--- config.mk ---
export PLATFORM = sky130hd
export DESIGN_NAME = cpu_bus_target
export DESIGN_NICKNAME = d
export VERILOG_FILES = /design/src/rtl/cpu_bus_pkg.sv /design/src/rtl/bus_timer16.sv /design/src/rtl/cpu_bus_target.sv
export SDC_FILE = /design/constraint.sdc
export NUM_CORES = 2
export LEC_CHECK = 0
export CORE_MARGIN = 8
export CORE_UTILIZATION = 51
export CTS_BUF_LIST = sky130_fd_sc_hd__clkbuf_8
export DETAILED_ROUTE_END_ITERATION = 8
export PLACE_DENSITY_LB_ADDON = 0.1
export SYNTH_ARGS = -nofsm -noshare
export SYNTH_HDL_FRONTEND = slang
export SYNTH_SLANG_ARGS = --single-unit
--- constraint.sdc ---
create_clock -name clk -period 2.93 [get_ports clk]
set_input_delay 0.586 -clock clk [delete_from_list [all_inputs] [get_ports clk]]
set_output_delay 0.586 -clock clk [all_outputs]
set_load 0.005 [all_outputs]
--- src/rtl/cpu_bus_pkg.sv ---
// cpu_bus_pkg: shared constants for the CPU bus target (widths, MMIO map, STATUS bits).
// Latency: n/a (declarations only).
// Backpressure: n/a.
package cpu_bus_pkg;

   localparam int ADDR_W = 8;
   localparam int DATA_W = 8;

   // I/O window occupies the top eight addresses; base must stay 8-aligned
   // because the decode uses addr[2:0] directly as the register offset.
   localparam logic [ADDR_W-1:0] MMIO_BASE = 8'hF8;

   localparam logic [2:0] OFS_OUT0   = 3'd0;
   localparam logic [2:0] OFS_OUT1   = 3'd1;
   localparam logic [2:0] OFS_IN0    = 3'd2;
   localparam logic [2:0] OFS_IN1    = 3'd3;
   localparam logic [2:0] OFS_TMR_LO = 3'd4;
   localparam logic [2:0] OFS_TMR_HI = 3'd5;
   localparam logic [2:0] OFS_STATUS = 3'd6;

   localparam int ST_IN0_CHG  = 0;
   localparam int ST_TMR_WRAP = 1;

   typedef enum logic {
      IDLE  = 1'b0,
      CLEAR = 1'b1
   } clr_state_t;

   function automatic logic is_mmio(input logic [ADDR_W-1:0] a);
      return a >= MMIO_BASE;
   endfunction

endpackage

--- src/rtl/bus_timer16.sv ---
// bus_timer16: clk divider feeding a 16-bit free-running timer, with wrap pulse and high-byte snapshot.
// Latency: timer/hi_snap update on the edge of the tick/snap; wrap_o is a same-cycle pulse.
// Backpressure: none; always counting.
module bus_timer16 #(
   parameter int TIMER_DIV = 12
) (
   input  logic       clk,
   input  logic       rst,
   input  logic       snap_i,
   output logic [7:0] timer_lo_o,
   output logic [7:0] hi_snap_o,
   output logic       wrap_o
);

   localparam int DIV_W = (TIMER_DIV > 1) ? $clog2(TIMER_DIV) : 1;
   localparam logic [DIV_W-1:0] DIV_LAST = DIV_W'(TIMER_DIV - 1);

   logic [DIV_W-1:0] div_q, div_d;
   logic [15:0]      timer_q, timer_d;
   logic [7:0]       hi_snap_q, hi_snap_d;
   logic             tick;

   // Next state: divider rolls on terminal count and advances the timer;
   // the snapshot takes the pre-edge high byte so it pairs with the low byte read on the same edge.
   always_comb begin
      tick      = (div_q == DIV_LAST);
      div_d     = tick ? '0 : div_q + 1'b1;
      timer_d   = tick ? timer_q + 16'd1 : timer_q;
      hi_snap_d = snap_i ? timer_q[15:8] : hi_snap_q;
   end

   // State registers.
   always_ff @(posedge clk) begin
      if (rst) begin
         div_q     <= '0;
         timer_q   <= '0;
         hi_snap_q <= '0;
      end else begin
         div_q     <= div_d;
         timer_q   <= timer_d;
         hi_snap_q <= hi_snap_d;
      end
   end

   assign timer_lo_o = timer_q[7:0];
   assign hi_snap_o  = hi_snap_q;
   assign wrap_o     = tick && (timer_q == 16'hFFFF);

endmodule

--- src/rtl/cpu_bus_target.sv ---
// cpu_bus_target: CPU bus responder, 256x8 RAM at 00..F7 plus MMIO window F8..FF (latches, inputs, timer, status).
// Latency: rdata is registered and reflects the address sampled one edge earlier; holds until the next access.
// Backpressure: none; busy=1 only during the post-reset clear (macro CPU_BUS_TARGET_MEM_CLEAR_EN), accesses ignored.
module cpu_bus_target
   import cpu_bus_pkg::*;
#(
   parameter int TIMER_DIV = 12
) (
   input  logic              clk,
   input  logic              rst,
   input  logic [ADDR_W-1:0] addr,
   input  logic              wr_en,
   input  logic [DATA_W-1:0] wdata,
   output logic [DATA_W-1:0] rdata,
   output logic              busy,
   input  logic [DATA_W-1:0] in0,
   input  logic [DATA_W-1:0] in1,
   output logic [DATA_W-1:0] out0,
   output logic [DATA_W-1:0] out1
);

   logic [DATA_W-1:0] mem [0:255];

   logic [DATA_W-1:0] rdata_q, rdata_d, rd_val;
   logic [DATA_W-1:0] out0_q, out0_d, out1_q, out1_d;
   logic [DATA_W-1:0] in0_s1_q, in0_s2_q, in0_prev_q, in1_s1_q, in1_s2_q;
   logic [1:0]        sticky_q, sticky_d;
   logic [7:0]        timer_lo, hi_snap;
   logic              tmr_wrap, snap, st_clr, ram_we, is_io;
   logic [2:0]        ofs;
   logic              busy_w, mem_we;
   logic [ADDR_W-1:0] clr_addr, mem_wa;
   logic [DATA_W-1:0] mem_wd;

   assign is_io = is_mmio(addr);
   assign ofs   = addr[2:0];

   bus_timer16 #(.TIMER_DIV(TIMER_DIV)) u_timer (
      .clk        (clk),
      .rst        (rst),
      .snap_i     (snap),
      .timer_lo_o (timer_lo),
      .hi_snap_o  (hi_snap),
      .wrap_o     (tmr_wrap)
   );

`ifdef CPU_BUS_TARGET_MEM_CLEAR_EN
   clr_state_t        clr_state_q, clr_state_d;
   logic [ADDR_W-1:0] clr_addr_q, clr_addr_d;

   // Clear sequencer next state: one address per cycle, leave after address 255.
   always_comb begin
      clr_state_d = clr_state_q;
      clr_addr_d  = clr_addr_q;
      if (clr_state_q == CLEAR) begin
         clr_addr_d = clr_addr_q + 1'b1;
         if (clr_addr_q == 8'hFF) clr_state_d = IDLE;
      end
   end

   // Clear sequencer state; reset (even mid-clear) restarts from address 0.
   always_ff @(posedge clk) begin
      if (rst) begin
         clr_state_q <= CLEAR;
         clr_addr_q  <= '0;
      end else begin
         clr_state_q <= clr_state_d;
         clr_addr_q  <= clr_addr_d;
      end
   end

   assign busy_w   = (clr_state_q == CLEAR);
   assign clr_addr = clr_addr_q;
`else
   assign busy_w   = 1'b0;
   assign clr_addr = '0;
`endif

   // Decode: read mux, latch writes, and read side effects (a write cycle is not a read).
   always_comb begin
      rd_val = '0;
      out0_d = out0_q;
      out1_d = out1_q;
      snap   = 1'b0;
      st_clr = 1'b0;
      ram_we = 1'b0;
      if (!is_io) begin
         rd_val = mem[addr];
      end else begin
         case (ofs)
            OFS_OUT0:   rd_val = out0_q;
            OFS_OUT1:   rd_val = out1_q;
            OFS_IN0:    rd_val = in0_s2_q;
            OFS_IN1:    rd_val = in1_s2_q;
            OFS_TMR_LO: rd_val = timer_lo;
            OFS_TMR_HI: rd_val = hi_snap;
            OFS_STATUS: rd_val = {{(DATA_W-2){1'b0}}, sticky_q};
            default:    rd_val = '0;
         endcase
      end
      if (!busy_w) begin
         if (wr_en) begin
            if (!is_io)              ram_we = 1'b1;
            else if (ofs == OFS_OUT0) out0_d = wdata;
            else if (ofs == OFS_OUT1) out1_d = wdata;
         end else if (is_io) begin
            snap   = (ofs == OFS_TMR_LO);
            st_clr = (ofs == OFS_STATUS);
         end
      end
      rdata_d = busy_w ? '0 : rd_val;
      // Clear first, then set, so an event on the clearing edge survives.
      sticky_d = st_clr ? 2'b00 : sticky_q;
      if (in0_s2_q != in0_prev_q) sticky_d[ST_IN0_CHG]  = 1'b1;
      if (tmr_wrap)               sticky_d[ST_TMR_WRAP] = 1'b1;
   end

   // Bus-visible registers, synchronisers and sticky status.
   always_ff @(posedge clk) begin
      if (rst) begin
         rdata_q    <= '0;
         out0_q     <= '0;
         out1_q     <= '0;
         in0_s1_q   <= '0;
         in0_s2_q   <= '0;
         in0_prev_q <= '0;
         in1_s1_q   <= '0;
         in1_s2_q   <= '0;
         sticky_q   <= '0;
      end else begin
         rdata_q    <= rdata_d;
         out0_q     <= out0_d;
         out1_q     <= out1_d;
         in0_s1_q   <= in0;
         in0_s2_q   <= in0_s1_q;
         in0_prev_q <= in0_s2_q;
         in1_s1_q   <= in1;
         in1_s2_q   <= in1_s1_q;
         sticky_q   <= sticky_d;
      end
   end

   assign mem_we = busy_w | ram_we;
   assign mem_wa = busy_w ? clr_addr : addr;
   assign mem_wd = busy_w ? '0 : wdata;

   // RAM write port; no reset so it maps onto block RAM.
   always_ff @(posedge clk) begin
      if (mem_we) mem[mem_wa] <= mem_wd;
   end

   assign rdata = rdata_q;
   assign busy  = busy_w;
   assign out0  = out0_q;
   assign out1  = out1_q;

endmodule

* After elaboration in Yosys (flattened, before gate mapping)
Memory sizes are Yosys's and may differ from the RTL's.
Index checks and enable logic that the tools add are counted.
** Storage, ports and cells
- Output and inout bits :: 25
- Latch bits :: 0
- Logic and storage cells :: 47
- Memories kept :: 1
- Memory bits (read-only) :: 0
- Input bits :: 35
- Register bits :: 94
- Memory bits (writable) :: 2048
** Operators by class
- Multipliers :: 0
- Bitwise operators :: 1
- Shifts and indexed selects :: 0
- Add/sub/neg operators :: 2
- Divide/modulo/power cells :: 0
- Eq/ne operators :: 9
- Magnitude comparators :: 1
- Mux-type cells :: 13
- Reductions and logical operators :: 7
** Memory list
- mem :: words 256, width 8, rd ports 1, clocked after Yosys merged registers in 0, wr ports 1, RTL line cpu_bus_target.sv:22 : logic [DATA_W-1:0] mem [0:255];
** Operators with widths (number)
- 8-bit case mux with 7 select lines :: 1
- 16-bit by 1-bit adder with 16-bit output, second input constant :: 1
- 16-bit == test, second input constant :: 1
- 1-bit 2-to-1 mux :: 10
- 3-bit == test, second input constant :: 3
- 8-bit >= comparator, second input constant :: 1
- 8-bit 2-to-1 mux :: 1
- 8-bit != test :: 1
- 3-bit by 2-bit == test with 1-bit output, second input constant :: 2
- 4-bit by 1-bit adder with 4-bit output, second input constant :: 1
- 4-bit == test, second input constant :: 1
- 4-bit AND reduction :: 1
- 2-bit nonzero test :: 2
- 3-bit by 1-bit == test with 1-bit output, second input constant :: 1
- 3-bit zero test :: 1
- 3-bit AND reduction :: 1
- 2-bit 2-to-1 mux :: 1
- 2-bit OR reduction :: 1
- 1-bit logical AND :: 1
- 1-bit inverter :: 1

* Depth between registers and ports, before layout
- Depth in word-level cells :: 5
- Gate-level depth with buffers :: 13
- Depth with buffers taken out :: 8

* Modules after synthesis
From an unflattened synthesis, not the netlist that was laid out.
** Unflattened totals
- Cell total of the unflattened synthesis :: 4171
- Area total of the unflattened synthesis :: 83267.4 um^2
** By module, submodules not included
- cpu_bus_target :: cells each 4034, area an instance 82019.9 um^2, instances 1, seq. area each 62820.2 um^2
- bus_timer16 :: cells each 137, area an instance 1247.4 um^2, instances 1, seq. area each 560.5 um^2

* Worst setup path after synthesis
Ideal clock, no wire load.
- Kind :: input port to flip-flop
- Start point :: input port addr[1]
- End point :: memory mem[103][0] (enable)
- Path buffers :: 7
- Arrival time :: 2674 ps
- Stages :: 11
- Setup time :: 370 ps
- Data required time :: 2560 ps
- Slack :: -114 ps
- Cell sequence :: buf_4 > buf_4 > buf_6 > buf_4 > buf_4 > buf_4 > nand2_1 > nor2_1 > nand3_1 > buf_2 > nor2_1
** On the way
- Cells in the longest elaborated chain, start to end :: 5
** Ends and longest elaborated chain
- start, declared :: RTL line cpu_bus_target.sv:11 : input logic [ADDR_W-1:0] addr,
- 8-bit >= comparator :: RTL line cpu_bus_pkg.sv:30 : return a >= MMIO_BASE;
- 1-bit 2-to-1 mux :: RTL line cpu_bus_target.sv:103 : if (!is_io) ram_we = 1'b1;
- 1-bit 2-to-1 mux :: RTL line cpu_bus_target.sv:102 : if (wr_en) begin
- 1-bit 2-to-1 mux :: RTL line cpu_bus_target.sv:149 : if (mem_we) mem[mem_wa] <= mem_wd;
- 1-bit 2-to-1 mux (not written as such) :: RTL line cpu_bus_target.sv:149
- end, declared :: RTL line cpu_bus_target.sv:22
Several ways; a longest one is shown, not always the timed one.

* Worst setup path after layout
- Start point :: input port addr[1]
- End point :: register rdata_q[6], in the netlist rdata[6]
** On the way
- Cells in the longest elaborated chain, start to end :: 3
- Elaborated cells between the ends (all ways) :: 11
- Those cells by class :: order compare (1); eq/ne (6); mux (2); reduce/logical (1); memory (1)
** Ends and longest elaborated chain
- parallel branches: the longest is 2 deep, another holds memory 256 x 8 bit
- 8-bit 2-to-1 mux * :: RTL line cpu_bus_target.sv:87 : if (!is_io) begin
- end signal, assigned :: RTL line cpu_bus_target.sv:131 : rdata_q <= rdata_d;
- end, declared :: RTL line cpu_bus_target.sv:24 : logic [DATA_W-1:0] rdata_q, rdata_d, rd_val;
Mark *: on every way between the ends.
A chain may end at the register's enable or synchronous reset.

==> flow_summary.yaml <==
route:
  wl_per_cell_um: 30.1
  drt-total-wl_um: 233000
  vias_per_cell: 5.95
  postRouteAntennaNets: 0
  first_iter_violations: 5159
  vias: 46100
  first_pass_iters: 7
  drc: 0
die:
  dieArea_um2: 177000
  die_w_um: 420
  rows: 148
  fp.dieH_um: 420
  start_util_pct: 51.3
  ioPinCount: 60
  core_area_um2: 163000
cts:
  htreeDepth: 5
  cts_buffer_depth: 4
  cts_buffers: 357
  root_buffer: "clkbuf_8"
  tritoncts: "yes"
  cts.sinks: 2142
  cts.clk_slew.worst_paths_ns: 0.06
  clock_latency_ns: 1.04
place:
  portBuffers: 58
  post-dp-hpwl_um: 156000
  place.gp.congestion: 0.925
  dp_slack_ns: -1.01
setup_path:
  crit_start: "addr[1]"
  r2r_setup_slack_ns: 0.07
  crit_chain: "buf_8, buf_12, buf_12, buf_4, mux4_2, a22oi_1, nand3_1, nor3_1, a32o_1, o21ai_1"
  crit_top_cell: "buf_12"
  endpoint_kind: "register"
  timing.critical_path.to: "rdata[6]"
  r2r_cells: 7
  start_kind: "input port"
  regToRegStartpoint: "mem[135][0]"
  max_stage_delay_ns: 0.68
  worst-path-buf-inv: 4
  crit_family: "buffers and inverters"
  critPathKind: "input port to register"
  slowest_stage: "nor3_1"
  worstPathRequired_ns: 3.86
  critPathArrivalTime_ns: 3.89
  cp.depth: 10
  reg2reg_to: "rdata[0]"
  cp_max_fo: 40
yosys:
  ys.flop_type: "edfxtp_1"
  async_reset_ff_share_pct: 0
  ys_warn_count: 0
  avgSynthCellArea_um2: 19.9
  yosysSeqAreaShare_pct: 76.0
  synth_edf_count: 2048
  ys_ff_latch: 2142
  synthCells: 4184
  synthesis.area_um2: 83400
  yosysUniqueCellTypes: 78
finish:
  regMostFlops: "mem"
  area_growth_pct: 20.3
  fin_nets: 5345
  fillers: 11900
  drive_above_1_share_pct: 33.1
  multi_input_area_um2: 18900
  seqCellArea_um2: 63400
  top_regs: "mem: 2048 flops, u_timer.timer_q: 16 flops"
  fin_util_pct: 61.7
  largest_register_ffs: 2048
sta:
  hold_viol: 0
  holdWs_ns: 0.0693
  rsz0062_at_grt: "false"
  slew_violations: 0
  fin_ws_ns: -0.0326
  fmax_ghz: 0.338
  period_minus_slack_ns: 2.96
  fin_tns_setup_ns: -0.0326
  finalCritPeriodShare_pct: 101
  clock-skew-final_ns: 0.0605
  max-slew-margin-rel_pct: 23.1
  worst_pin_slew_ns: 1.15
  setup_viol: 1
worst_hold_path:
  min_path_type: "input port to register"
global_route:
  grt_max_degree: 87
  grt_overflow: 0
  first_global_vias: 46200
  grt_pass1_wl_um: 333000
  grtUsageTotal_pct: 26.2
  grt_antenna_before_repair: 14
power_and_ir_drop:
  vdd_drop_max_v: 0.000546
  p_leak_nw: 34.3
  p_per_area_nw_per_um2: 608
job:
  drv_cap: 0
status:
  status: "complete, but fails checks"
  violations: "negative setup slack"
-- metrics by stage --
stage | power (mW) | area, um^2 | std cells
after global routing | 62.8 | 100000 | 7736
after global placement | 38.1 | 94100 | 7122
after CTS | 61.4 | 100000 | 7733
after detailed placement | 38.1 | 94100 | 7122
after floorplan | 36.0 | 83800 | 4248
final | 61.0 | 100000 | 7737
-- worst reg2reg max path: cells and delay by family, from the launching register on --
| kind | cells | cell delay [ns] |
|---|---|---|
| flops | 1 | 0.35 |
| buf+inv | 2 | 0.41 |
| simple gates | 1 | 0.19 |
| compound gates | 3 | 1.30 |
| mux | 1 | 0.51 |
-- where the power goes --
group          switching, mW  internal [mW]  leakage, nW  total, mW
Sequential            0.0734           33.7         19.2       33.8
Clock                   11.5           12.0         3.59       23.5
Combinational           2.22           1.49         11.5       3.72
Total                   13.8           47.2         34.3       61.0
-- final cells by class --
cell class	instances	area share, %
clock buffers	371	5.09
multi-input cells	1849	18.9
flip-flops and latches	2142	63.2
diodes	3	0.00749
inverters	5	0.0187
well taps	2175	2.71
clock inverters	239	1.06
repair buffers	953	9.03
-- how the worst min path moves through the flow --
stage / from / end / depth (start not counted)
3_3_place_gp: in1_s1_q[5] / in1_s2_q[5] / 1
2_1_floorplan: in0_s1_q[0] / in0_s2_q[0] / 1
5_1_grt: wdata[7] / mem[116][7] / 1
6_report: wdata[7] / mem[116][7] / 1
3_5_place_dp: in1_s1_q[4] / in1_s2_q[4] / 1
4_1_cts: wdata[7] / mem[221][7] / 1
-- cells in the mapped netlist (all sizes together), types with 5 or more instances --
| library cell | n | share of area, % |
|---|---|---|
| nor2 | 341 | 1.5 |
| xor2 | 18 | 0.19 |
| a21oi | 57 | 0.34 |
| o21ai | 43 | 0.26 |
| a31oi | 22 | 0.17 |
| edfxtp | 2048 | 74 |
| mux4 | 429 | 12 |
| nor4 | 8 | 0.060 |
| a211oi | 18 | 0.16 |
| a22oi | 105 | 0.95 |
| nand4b | 8 | 0.084 |
| nand4 | 33 | 0.26 |
| a221oi | 24 | 0.25 |
| mux2i | 219 | 2.6 |
| nor2b | 64 | 0.48 |
| buf | 167 | 1.4 |
| o22ai | 33 | 0.25 |
| nor3 | 17 | 0.13 |
| and2 | 7 | 0.053 |
| nand2b | 6 | 0.045 |
| and3 | 16 | 0.12 |
| nand3 | 55 | 0.33 |
| and3b | 5 | 0.053 |
| clkbuf | 85 | 0.38 |
| dfxtp | 94 | 2.3 |
| xnor2 | 5 | 0.053 |
| a32oi | 12 | 0.13 |
| o221ai | 10 | 0.11 |
| nand2 | 107 | 0.48 |
| a22o | 16 | 0.17 |
| mux2 | 22 | 0.30 |
| o211ai | 5 | 0.045 |
-- layer usage --
| metal | part of all wire [%] | track usage, % |
|---|---|---|
| met3 | 8.5 | 5.37 |
| met5 | 0 | 0 |
| met4 | 3.1 | 8.05 |
| met2 | 46 | 40.5 |
| met1 | 42 | 38.2 |
-- cell usage in the layout (no fill, tap or decap), drive strengths merged, types with 43 or more instances in the layout --
master	count
clkinv	119
a21oi	57
buf	902
nor2b	64
nand2	107
inv	118
conb	65
edfxtp	2048
a22oi	105
nor2	341
o21ai	43
mux4	429
mux2i	219
clkbuf	379
nand3	55
dfxtp	94
-- repair_timing --
| item | 4_1_cts | 5_1_grt |
|---|---|---|
| setup endpoints to repair | 1 | 0 |
| endpoints found under the hold margin | 1 | 0 |
| setup buffers | 0 | 0 |
| gates resized for setup | 2 | 0 |
| hold buffers | 1 | 0 |
-- kinds of logic (layout without fill, tap and decap cells) --
kind of cell / count (synthesis) / after routing / synth area share (%)
AOI/OAI and AO/OA: 390 / 390 / 3.30
xor gates and xnor gates: 23 / 23 / 0.242
adders and majority gates: 2 / 2 / 0.0300
buffers and inverters: 257 / 1568 / 1.84
DFF: 2142 / 2142 / 76.0
muxes: 670 / 670 / 14.6
other: 1 / 68 / 0.00450
and+or+nand+nor: 699 / 699 / 3.97
No activity file was read; power rests on OpenSTA's default activity.
